### src/rtl/pipe_ctrl.sv
// Stall/flush controller for the 5-stage pipeline: sequences multi-cycle data-memory
// accesses, inserts load-use bubbles, squashes wrong-path fetches and freezes on halt.
//
// state    | meaning
// ---------+-------------------------------------------------------------
// RUN      | normal flow; memory-stall entry, load-use, branch and halt checks
// MEM_WAIT | data-memory access in flight; wcnt==0 marks the release cycle
// HALT     | machine frozen, only rst leaves
module pipe_ctrl #(
    parameter int MEM_LAT = 4,
    parameter int CNT_W   = 16
) (
    input  logic             clk,
    input  logic             rst,
    input  logic [3:0]       ID_rs,
    input  logic [3:0]       ID_rt,
    input  logic             ID_use_rs,
    input  logic             ID_use_rt,
    input  logic             ID_branch_taken,
    input  logic             EX_MemRead,
    input  logic [3:0]       EX_rd,
    input  logic             MEM_MemRead,
    input  logic             MEM_MemWrite,
    input  logic             WB_halt,
    output logic             pc_we,
    output logic             IF_ID_we,
    output logic             ID_EX_we,
    output logic             EX_MEM_we,
    output logic             MEM_WB_we,
    output logic             IF_ID_flush,
    output logic             ID_EX_flush,
    output logic             MEM_WB_flush,
    output logic             dmem_en,
    output logic             halted,
    output logic [CNT_W-1:0] stall_cnt
);

    typedef enum logic [1:0] {
        RUN      = 2'd0,
        MEM_WAIT = 2'd1,
        HALT     = 2'd2
    } stateT;

    localparam bit         MEM_STALLS = (MEM_LAT > 1);
    localparam logic [3:0] WAIT_INIT  = 4'(MEM_LAT > 1 ? MEM_LAT - 2 : 0);

    stateT            state, stateNext;
    logic [3:0]       wcnt, wcntNext;
    logic [CNT_W-1:0] stallCnt;
    logic             stallInc;
    logic             memOp;
    logic             hazard;
    logic             memStall;
    logic             normalCycle;

    assign memOp  = MEM_MemRead | MEM_MemWrite;
    assign hazard = EX_MemRead && (EX_rd != 4'd0) &&
                    ((ID_use_rs && (ID_rs == EX_rd)) || (ID_use_rt && (ID_rt == EX_rd)));

    always_comb begin
        stateNext    = state;
        wcntNext     = wcnt;
        stallInc     = 1'b0;
        memStall     = 1'b0;
        normalCycle  = 1'b0;
        pc_we        = 1'b1;
        IF_ID_we     = 1'b1;
        ID_EX_we     = 1'b1;
        EX_MEM_we    = 1'b1;
        MEM_WB_we    = 1'b1;
        IF_ID_flush  = 1'b0;
        ID_EX_flush  = 1'b0;
        MEM_WB_flush = 1'b0;
        dmem_en      = 1'b0;

        case (state)
            RUN: begin
                dmem_en = memOp;
                if (memOp && MEM_STALLS) begin
                    memStall  = 1'b1;
                    stateNext = MEM_WAIT;
                    wcntNext  = WAIT_INIT;
                end else begin
                    normalCycle = 1'b1;
                end
                // An older HLT already in WB wins over anything younger.
                if (WB_halt) stateNext = HALT;
            end
            MEM_WAIT: begin
                dmem_en = memOp;
                if (wcnt != 4'd0) begin
                    memStall = 1'b1;
                    wcntNext = wcnt - 4'd1;
                end else begin
                    normalCycle = 1'b1;
                    stateNext   = WB_halt ? HALT : RUN;
                end
            end
            HALT: begin
                pc_we     = 1'b0;
                IF_ID_we  = 1'b0;
                ID_EX_we  = 1'b0;
                EX_MEM_we = 1'b0;
                MEM_WB_we = 1'b0;
            end
            default: stateNext = RUN;
        endcase

        // Freeze everything upstream of MEM; WB receives a bubble each wait cycle.
        if (memStall) begin
            pc_we        = 1'b0;
            IF_ID_we     = 1'b0;
            ID_EX_we     = 1'b0;
            EX_MEM_we    = 1'b0;
            MEM_WB_flush = 1'b1;
            stallInc     = 1'b1;
        end

        if (normalCycle) begin
            if (hazard) begin
                pc_we       = 1'b0;
                IF_ID_we    = 1'b0;
                ID_EX_flush = 1'b1;
                stallInc    = 1'b1;
            end else if (ID_branch_taken) begin
                IF_ID_flush = 1'b1;
            end
        end

        if (rst) begin
            pc_we        = 1'b0;
            IF_ID_we     = 1'b0;
            ID_EX_we     = 1'b0;
            EX_MEM_we    = 1'b0;
            MEM_WB_we    = 1'b0;
            IF_ID_flush  = 1'b0;
            ID_EX_flush  = 1'b0;
            MEM_WB_flush = 1'b0;
            dmem_en      = 1'b0;
        end
    end

    always_ff @(posedge clk) begin
        if (rst) begin
            state    <= RUN;
            wcnt     <= 4'd0;
            stallCnt <= '0;
        end else begin
            state <= stateNext;
            wcnt  <= wcntNext;
            if (stallInc && (stallCnt != {CNT_W{1'b1}}))
                stallCnt <= stallCnt + CNT_W'(1);
        end
    end

    assign halted    = (state == HALT);
    assign stall_cnt = stallCnt;

endmodule

### config.mk
export PLATFORM = sky130hd
export DESIGN_NAME = pipe_ctrl
export DESIGN_NICKNAME = d
export VERILOG_FILES = /design/src/rtl/pipe_ctrl.sv
export SDC_FILE = /design/constraint.sdc
export NUM_CORES = 1
export LEC_CHECK = 0
export BUFFER_PORTS_ARGS = -buffer_cell sky130_fd_sc_hd__clkbuf_2
export CORE_ASPECT_RATIO = 1.2
export CORE_MARGIN = 3
export CORE_UTILIZATION = 51
export DETAILED_ROUTE_END_ITERATION = 12
export PLACE_DENSITY = 0.78
export RECOVER_POWER = 100
export SYNTH_ARGS = -nofsm -noshare
export SYNTH_HDL_FRONTEND = slang
export SYNTH_SLANG_ARGS = --single-unit
### constraint.sdc
create_clock -name clk -period 2.1 [get_ports clk]
set_input_delay 0.315 -clock clk [delete_from_list [all_inputs] [get_ports clk]]
set_output_delay 0.315 -clock clk [all_outputs]
set_load 0.005 [all_outputs]
==> results.md <==
- Worst slew margin: between 70% and 80%
- Core ar.: approximately 2800 um2
- Commonest non-fill, non-tap cells in the layout: clkbuf_2 (39), nor2_1 (23), dfxtp_1 (18), nor2b_1 (15)
- Share of cells above drive strength 1: roughly two fifths
- TritonCTS Buffers: 3
- Status: finished clean
- VDD IR max: between 400 and 500 uV
- P&R area growth vs syn: 26.9%
- Syn Area/Cell: around 8.6 um2
- Layout Nets: 255
- CP Capture Type: output pin
- Commonest non-fill, non-tap cell in the layout: clkbuf_2
- DR WL/cell: 13.0 um
- Layout fillers: ~250
- Syn Nets: 200
- Sequential element share of the synthesized area: around 29%
- #FFs+latches synth: 22
- Number of global-route vias before repair: 1303
- Multi-input gate area: just over 1000 um2
- Gr usage total: between 10% and 20%
- Yosys top cell area share: slightly below 30%
- Main synth FF type: dfxtp_1
- Final worst path period need: 2.02 ns
- Critical path arrival: ~1.7 ns
- I/O Buffers: between 40 and 50
- Cells taking the most area after synthesis: dfxtp_1 (29%), nor2_1 (6.9%), nor2b_1 (6.6%)
- Worst slew pin tran: roughly 0.38 ns
- Post-DP HPWL: 2500 um
- Total number of vias: between 1000 and 1500
- Horiz. Die Dim: between 50 and 60 um
- # DRC: 0
- Maxcap violations: 0
- Initial antenna violation count: 0
- Hold-fix buffers, CTS: 0
- Synth Cell Area: around 1500 um2
- Hold_ws: approximately 0.25 ns
- Drt first pass iters: 4
- Post-route ant nets: 0
- Unique masters post-synth: around 40
- Starting Density: a little over half
- H-tree levels: 1
- Largest area contributor in the netlist: dfxtp_1
- Clk sinks: 22
- Final hold viol count: 0
- Worst hold path class: in2reg
- Largest net degree at the start of global routing: 19
- Num ports: 47
- DIE AREA: 3660 um2
- Overflow after GRT: 0
- Clk pin slew, worst setup/hold paths: between 0.1 and 0.15 ns
- Leakage: slightly above 0.8 nW
- Final setup fails: 0
- Critical path peak fanout: 6
- Clock Tree Root: clkbuf_4
- Tcrit/Tclk final: roughly 96%
- PwrDens: just under 500 nW/um2
- Worst skew pair latency: 0.31 ns
- Cell Count, Final, Fillers Out: between 200 and 300
- Vias per Instance: around 5.4
- Reg area: 445 um2
- Final WL: between 3000 and 4000 um
- Die height: between 60 and 70 um
- FMAX: around 500 MHz
- CP Class: reg2out
- Std-Cell Rows: 21
- Yosys warning count: 0
- Synthesized instance count: 176
- First-pass GRT wire length: 5490 um
- GP Congestion: 0.798
- CP Launch Type: flip-flop
- Antenna cells: 0
- Core Util, Final: 68.4%
- EDFF count, synth: 0
- Post-placement cell count: around 250
- Max Root-Sink Buffers: 2
- Setup Skew: 0.00615 ns
- CTS tree: built
- WP data required: 1.78 ns
- Post-synth ARST share: 0%
- Iteration-0 DRC Markers: 41
- Max-slew violations: 0
flip-flops by register name, summed over array words and instances (netlist names):
signal,cells
state,2
wcnt,4
stall_cnt,16
where the power goes:
part | total [W] | switching (W) | internal, W | leakage, nW
Sequential | 0.000447 | 0.0000153 | 0.000432 | 0.180
Clock | 0.000238 | 0.000132 | 0.000106 | 0.0210
Combinational | 0.000242 | 0.000111 | 0.000131 | 0.608
worst max-delay path, cell delays in order (launching register included):
cell and delay (ns):
dfxtp_2 0.37, o21bai_1 0.20, nor2_2 0.20, nor2_4 0.07, buf_12 0.12, and2_4 0.13, and2_2 0.19, clkbuf_2 0.11
what timing repair did:
action / 4_1_cts / 5_1_grt
setup endpoints to repair: 4 / 9
gates cloned: 1 / 0
setup buffers: 3 / 4
resized for setup: 8 / 11
pin swaps: 1 / 2
endpoints found under the hold margin: 0 / 0
layout make-up:
class | instances | area share [%]
clock buffers | 4 | 1.89
inverters | 4 | 0.781
multi-input cells | 141 | 52.9
flip-flops and latches | 22 | 23.2
well taps | 34 | 2.21
repair buffers | 59 | 19.0
cells in the mapped netlist (2+ instances only):
library cell	number
xor2_1	7
buf_6	2
xnor2_1	3
mux2_4	6
nand4_1	5
ha_1	3
nand3_1	9
nor4_2	2
dfxtp_1	22
inv_1	4
nand2b_1	2
nand2_1	8
buf_4	3
a21oi_2	5
a21oi_1	2
nor2_1	28
nor3_1	4
a211oi_1	9
mux2_2	8
and2_1	4
and3_1	3
nor2b_1	16
clkbuf_1	3
per-stage QoR:
step           TNS, ns  worst slack (ns)  power, W  area, um2
2_1_floorplan        0             0.224  0.000578       1510
3_3_place_gp         0            0.0616  0.000643       1790
3_5_place_dp         0            0.0276  0.000645       1790
4_1_cts              0           0.00909  0.000921       1900
5_1_grt        -0.0179          -0.00923  0.000982       1920
6_report             0            0.0847  0.000928       1920
kinds of logic (layout without fill, tap and decap cells):
logic type,after synthesis,count (layout),share of synthesized area (%)
and+or+nand+nor,88,88,31.2
buffers and inverters,13,67,4.96
xor gates and xnor gates,10,10,5.79
adders and majority gates,3,3,2.48
AOI/OAI and AO/OA,25,25,14.0
muxes,15,15,12.6
DFF,22,22,29.1
path summary, 6_finish.rpt:
path              endpoint  cells past startpoint           from  slack, ns
min               state[1]                      3        WB_halt       0.25
max reg2reg  stall_cnt[15]                      7       state[1]       0.17
max               IF_ID_we                      7       state[1]       0.08
min reg2reg  stall_cnt[14]                      2  stall_cnt[14]       0.51
per-layer routing:
layer / share of wire, % / global-route usage, %
met2: 55 / 37.3
met3: 4.5 / 2.95
met1: 40 / 19.2
met4: 0.82 / 5.47
met5: 0 / 0
Power figures use the tool's default switching activity.
